$ cat src/rtl/hazard_ctrl.sv
// Pipeline hazard controller: load-use stalls, multi-cycle FPU waits
// and taken-branch flushes, plus a saturating stall cycle counter.
module hazard_ctrl (
    input  logic        clk,
    input  logic        reset,
    input  logic [4:0]  id_rs1,
    input  logic [4:0]  id_rs2,
    input  logic        id_use_rs1,
    input  logic        id_use_rs2,
    input  logic [4:0]  ex_rd,
    input  logic        ex_mem_read,
    input  logic        ex_branch_taken,
    input  logic        fpu_start,
    input  logic [3:0]  fpu_cycles,
    output logic        pc_stall,
    output logic        if_id_stall,
    output logic        if_id_flush,
    output logic        id_ex_bubble,
    output logic        fpu_busy,
    output logic [15:0] stall_count
);

    typedef enum logic [1:0] {
        RUN          = 2'd0,
        FPU_WAIT     = 2'd1,
        FLUSH_SHADOW = 2'd2
    } state_t;

    state_t     state;
    state_t     state_n;
    logic [3:0] fpu_cnt;
    logic [3:0] fpu_cnt_n;
    logic       load_use;

    assign load_use = ex_mem_read && (ex_rd != 5'd0) &&
                      ((id_use_rs1 && (id_rs1 == ex_rd)) ||
                       (id_use_rs2 && (id_rs2 == ex_rd)));

    always_ff @(posedge clk or posedge reset) begin
        if (reset) begin
            state   <= RUN;
            fpu_cnt <= 4'd0;
        end else begin
            state   <= state_n;
            fpu_cnt <= fpu_cnt_n;
        end
    end

    always_ff @(posedge clk or posedge reset) begin
        if (reset) begin
            stall_count <= 16'd0;
        end else if (if_id_stall && (stall_count != 16'hFFFF)) begin
            stall_count <= stall_count + 16'd1;
        end
    end

    always_comb begin
        state_n      = state;
        fpu_cnt_n    = fpu_cnt;
        pc_stall     = 1'b0;
        if_id_stall  = 1'b0;
        if_id_flush  = 1'b0;
        id_ex_bubble = 1'b0;
        fpu_busy     = 1'b0;
        if (!reset) begin
            fpu_busy = (state == FPU_WAIT);
            if (ex_branch_taken) begin
                // The branch squashes any in-flight FPU wait
                if_id_flush  = 1'b1;
                id_ex_bubble = 1'b1;
                state_n      = FLUSH_SHADOW;
                fpu_cnt_n    = 4'd0;
            end else begin
                unique case (state)
                    FPU_WAIT: begin
                        pc_stall    = 1'b1;
                        if_id_stall = 1'b1;
                        fpu_cnt_n   = fpu_cnt - 4'd1;
                        if (fpu_cnt <= 4'd1) begin
                            state_n   = RUN;
                            fpu_cnt_n = 4'd0;
                        end
                    end
                    FLUSH_SHADOW: begin
                        state_n = RUN;
                    end
                    default: begin
                        if (load_use) begin
                            pc_stall     = 1'b1;
                            if_id_stall  = 1'b1;
                            id_ex_bubble = 1'b1;
                        end
                        if (fpu_start && (fpu_cycles != 4'd0)) begin
                            state_n   = FPU_WAIT;
                            fpu_cnt_n = fpu_cycles;
                        end
                    end
                endcase
            end
        end
    end

endmodule

$ cat config.mk
export PLATFORM = sky130hd
export DESIGN_NAME = hazard_ctrl
export DESIGN_NICKNAME = d
export VERILOG_FILES = /design/src/rtl/hazard_ctrl.sv
export SDC_FILE = /design/constraint.sdc
export NUM_CORES = 1
export LEC_CHECK = 0
export CORE_ASPECT_RATIO = 1.75
export CORE_MARGIN = 5
export CORE_UTILIZATION = 41
export DETAILED_ROUTE_END_ITERATION = 7
export HOLD_SLACK_MARGIN = 0.1
export PLACE_DENSITY = 0.76
export SETUP_SLACK_MARGIN = 0.15
export SLEW_MARGIN = 20
export SYNTH_ARGS = -nofsm -noshare
export SYNTH_HDL_FRONTEND = slang
export SYNTH_SLANG_ARGS = --single-unit
$ cat constraint.sdc
create_clock -name clk -period 2.6 [get_ports clk]
set_clock_uncertainty 0.1 [all_clocks]
set_input_delay 0.78 -clock clk [delete_from_list [all_inputs] [get_ports clk]]
set_output_delay 0.78 -clock clk [all_outputs]
set_load 0.03 [all_outputs]
==> Word level (Yosys, flattened, before mapping) <==
Cells that the tools add are included.
{ "totals": {"input_bits": 26, "wordCells": 46, "out_inout_bits": 21, "regBits": 22} }
{ "classes": {"n_eq_ne": 7, "order_cmp": 1, "add_sub_neg": 2, "n_bitwise": 1, "muxes": 18, "reduce_logical": 14} }
{ "op_table": {"columns": ["op", "count"], "rows": [
  ["$add A16 B1 Y16 const B", 1],
  ["$ne A16 B16 Y1 const B", 1],
  ["$mux W4", 3],
  ["$eq A5 B5 Y1", 2],
  ["$mux W1", 9],
  ["$pmux W4 S2", 1],
  ["$reduce_bool A4 Y1", 2],
  ["$logic_and A1 B1 Y1", 6],
  ["$mux W2", 3],
  ["$reduce_and A3 Y1", 2],
  ["$reduce_bool A5 Y1", 1],
  ["$le A4 B1 Y1 const B", 1],
  ["$pmux W2 S2", 1],
  ["$sub A4 B1 Y4 const B", 1],
  ["$ne A3 B2 Y1 const B", 1],
  ["$reduce_bool A3 Y1", 1],
  ["$eq A2 B1 Y1 const B", 1],
  ["$eq A2 B2 Y1 const B", 1],
  ["$ne A2 B2 Y1 const B", 1],
  ["$pmux W1 S2", 1],
  ["$reduce_or A2 Y1", 1],
  ["$logic_or A1 B1 Y1", 1],
  ["$not A1 Y1", 1]
]} }

==> Longest topological paths before layout <==
{ "logic_depth": {"ltp_word": 9, "mapped_depth": 9} }

==> Worst setup path after synthesis <==
No wires, ideal clock.
{ "synth_path": {"path_kind": "input-to-output", "startpoint": "input port ex_rd[1]", "endpoint": "output port pc_stall", "arrival_time_ps": 2090, "path_slack_ps": -370, "t_required_ps": 1720, "path_buffers": 1, "stages": 5, "cell_sequence": "or4_1 o211ai_2 nor3_1 a21o_1 buf_4"} }
{ "synth_between": {"elab_chain_cells": 8} }
{ "synth_lines": {"columns": ["element", "line", "source"], "rows": [
  ["from (decl)", "10", "input logic [4:0] ex_rd,"],
  ["$eq A5 B5 Y1 (on tied branches)", "36, 37", null],
  ["$logic_and A1 B1 Y1 (on tied branches)", "36, 37", null],
  ["$logic_or A1 B1 Y1", "36", "((id_use_rs1 && (id_rs1 == ex_rd)) ||"],
  ["$logic_and A1 B1 Y1 *", "35", "assign load_use = ex_mem_read && (ex_rd != 5'd0) &&"],
  ["$mux W1 *", null, null],
  ["$pmux W1 S2 *", null, null],
  ["$mux W1 * (2 in a row)", null, null],
  ["to (decl)", "15", "output logic pc_stall,"]
]} }
Mark *: on every way between the ends. The rest lies on a longest branch, timed or not.

==> Final worst setup path <==
{ "layout_path": {"startpoint": "input port ex_rd[2]", "endpoint": "output port id_ex_bubble"} }
{ "layout_between": {"elab_chain_cells": 8} }
{ "layout_lines": {"columns": ["element", "line", "source"], "rows": [
  ["$eq A5 B5 Y1 (on tied branches)", "36, 37", null],
  ["$logic_and A1 B1 Y1 (on tied branches)", "36, 37", null],
  ["$logic_or A1 B1 Y1", "36", null],
  ["$logic_and A1 B1 Y1 *", "35", null],
  ["$mux W1 *", "88", "if (load_use) begin"],
  ["$mux W1 *", "74", "unique case (state)"],
  ["$mux W1 *", "67", "if (ex_branch_taken) begin"],
  ["$mux W1 *", "65", "if (!reset) begin"],
  ["to (decl)", "18", "output logic id_ex_bubble,"]
]} }
Marks and branches as above.

==> qor.yml <==
grt_overflow: 0
path_clk_slew_ps: 80
grt_pass1_wl_um: 6330
pwr-share-seq: 0.378
dieArea_um2: 4660
combinationalPowerShare: 0.338
worst_slack_ps: -289
placed_area_um2: 2030
syn_avg_cell_area_um2: 9.29
final_cell_area_um2: 2180
boundaryPins: 47
holdPathEnd: "stall_count[8]"
worst_pin_slew_ps: 443
gp_congestion: 0.802
slowest_stage: "or4_4"
num_vias: 1362
maxSlewViolCount: 0
highest_layer: "met4"
synth.top_cell.area_share: 0.400
die_h_um: 86.6
clkSinkCount: 22
period_needed_ps: 2890
layout-drive-gt1-share: 0.284
dr.first_iter.drc_count: 41
critPathMaxStageDelay_ps: 530
rsz0062_at_grt: "yes"
timing.critical_path.cells: "buf_6, or4_4, o211ai_2, buf_4, nand2b_4, a21oi_2, buf_6"
hold_depth: 1
place_inst: 255
r2r_slack_ps: 350
rows: 28
firstDrtPassIters: 4
synth_top_cell_by_area: "dfrtp_1"
drc: 0
status: "complete, but fails checks"
synth.distinct_cells: 34
dp_slack_ps: -1090
fin_crit_sh: 1.11
met2_length_um: 2340
wire_per_inst_um: 15.0
violations: "setup timing"
hold_start: "stall_count[8]"
diodes: 0
cts_tree: "yes"
synth_edf_count: 0
peakVddDrop_uv: 320
hold_class: "flop to flop"
cp_top_family: "simple AND/OR/NAND/NOR gates"
max_slew_margin: 0.701
syn_area_um2: 1380
p_sw_frac: 0.309
syn-instance-count: 148
p_leak_nw: 1.02
nNetsFinal: 247
crit_fanout: 2
clock_power_share: 0.285
crit_top_cell: "buf_6"
setup_violations: 3
cp-start-kind: "primary input"
wirelength_um: 3900
synthFlopType: "dfrtp_1"
ff2ff_path_depth: 9
cts-root-buf: "clkbuf_8"
critPathBufInv: 3
synth_fp_nets: 179
max_freq_ghz: 0.346
grt.total_usage: 0.179
grt_pass1_vias: 1394
worstSetupEndpointType: "output pin"
nFillCells: 263
ant_nets: 0
clockBufferDepth: 2
path_depth: 7
die_x_um: 53.8
dp_hpwl_um: 3020
clock_latency_ps: 260
ys_async_sr_fraction: 1.00
intPower_uw: 777
crit_arrival_ps: 2010
cts_buffers: 3
powerDensity_nw_per_um2: 515
initial_core_util: 0.413
stdcell_count: 260
cts_htree_levels: 1
viasPerCell: 5.24
synthTopCellsByArea: "dfrtp_1, xnor2_1, xor2_1, ha_1, nor3_1"
path_class: "primary input to output pin"
yosysSeqAreaShare: 0.400
dr_wl_met3_um: 131
antenna_found_initial: 0
port_buffers: 46
grt_max_degree: 21
synth_seq_cells: 22
final_core_util: 0.656
final-hold-violation-count: 0
met1Wirelength_um: 1340
core_area_um2: 3330
switchingPower_uw: 347
r2r_end: "stall_count[15]"
area_growth_pct: 58.7
cap_viol_max_count: 0
required_ps: 1720
r2r-start: "stall_count[0]"
yosys_warnings: 0
placed cells by master, fill, tap and decap left out, types with 5 or more instances in the layout:
cell             instances
buf_4                   17
buf_6                   10
clkdlybuf4s50_1         24
dfrtp_1                 22
dlygate4sd2_1            8
ha_1                     5
inv_1                   10
nand2_1                 12
nand3_1                  9
nand4_1                  7
nor2_1                  12
nor3_1                   7
o21ai_0                  8
xnor2_1                  8
xor2_1                  10
stage by stage:
stage                     setup TNS (ps)  total power, mW  hold slack, ps
after floorplan                     -558            0.627             389
after global placement             -7090            0.778             403
after detailed placement           -7440            0.795             414
after CTS                           -849             1.12             425
after global routing                -979             1.19             461
final                               -842             1.12             426
state kept, by name, summed over array words and instances, names as in the netlist:
| name | cells |
|---|---|
| stall_count | 16 |
| fpu_cnt | 4 |
| state | 2 |
power groups by stage:
stage | Clock (mW) | Combinational [mW] | Sequential [mW]
6_report | 0.320 | 0.379 | 0.424
5_1_grt | 0.344 | 0.411 | 0.433
4_1_cts | 0.323 | 0.372 | 0.424
3_5_place_dp | 0 | 0.366 | 0.429
3_3_place_gp | 0 | 0.351 | 0.426
2_1_floorplan | 0 | 0.173 | 0.454
how the worst max path moves through the flow:
| stage | start | endpoint | slack, ps |
|---|---|---|---|
| finish | ex_rd[2] | id_ex_bubble | -290 |
| detailed placement | ex_rd[1] | pc_stall | -1090 |
| CTS | ex_rd[2] | id_ex_bubble | -290 |
| global placement | ex_rd[1] | pc_stall | -1080 |
| global route | ex_rd[1] | id_ex_bubble | -360 |
| floorplan | ex_rd[1] | pc_stall | -290 |
timing repair:
item | in CTS | in global routing
endpoints found under the setup margin | 21 | 7
buffers inserted | 1 | 0
pin swaps | 13 | 11
hold endpoints to repair | 0 | 0
resized for setup | 54 | 20
hold buffers | 0 | 0
synthesized netlist by cell type (3+ instances only):
| cell type | number |
|---|---|
| ha_1 | 5 |
| xor2_1 | 10 |
| nand3_1 | 9 |
| nand2b_1 | 3 |
| o21ai_0 | 8 |
| xnor2_1 | 12 |
| nand2_1 | 12 |
| nor3_1 | 10 |
| nor2_1 | 12 |
| nand4_1 | 7 |
| mux2_2 | 3 |
| inv_1 | 10 |
| dfrtp_1 | 22 |
per-layer routing:
layer / track usage / up-vias
li1: - / 652
met1: 0.193 / 656
met2: 0.342 / 46
met3: 0.0258 / 8
met4: 0.0442 / 0
met5: 0 / -
cell families (layout without fill, tap and decap cells):
group / after synthesis / count (layout) / share of synthesized area
XOR/XNOR: 22 / 22 / 0.140
multiplexers: 4 / 4 / 0.0355
buffers and inverters: 13 / 80 / 0.0437
adder cells (fa/ha/maj): 5 / 5 / 0.0455
AND/OR/NAND/NOR: 60 / 60 / 0.216
flip-flops: 22 / 22 / 0.400
AO/OA/AOI/OAI: 22 / 22 / 0.119
final cells by class:
cell class	count	area, µm²	share of cell area
Multi-Input combinational cell	113	861	0.394
Timing Repair Buffer	66	606	0.278
Sequential cell	22	551	0.252
Tap cell	45	56.3	0.0258
Clock buffer	3	41.3	0.0189
Inverter	10	37.5	0.0172
Clock inverter	1	30.0	0.0138
(Power assumes the default switching activity.)
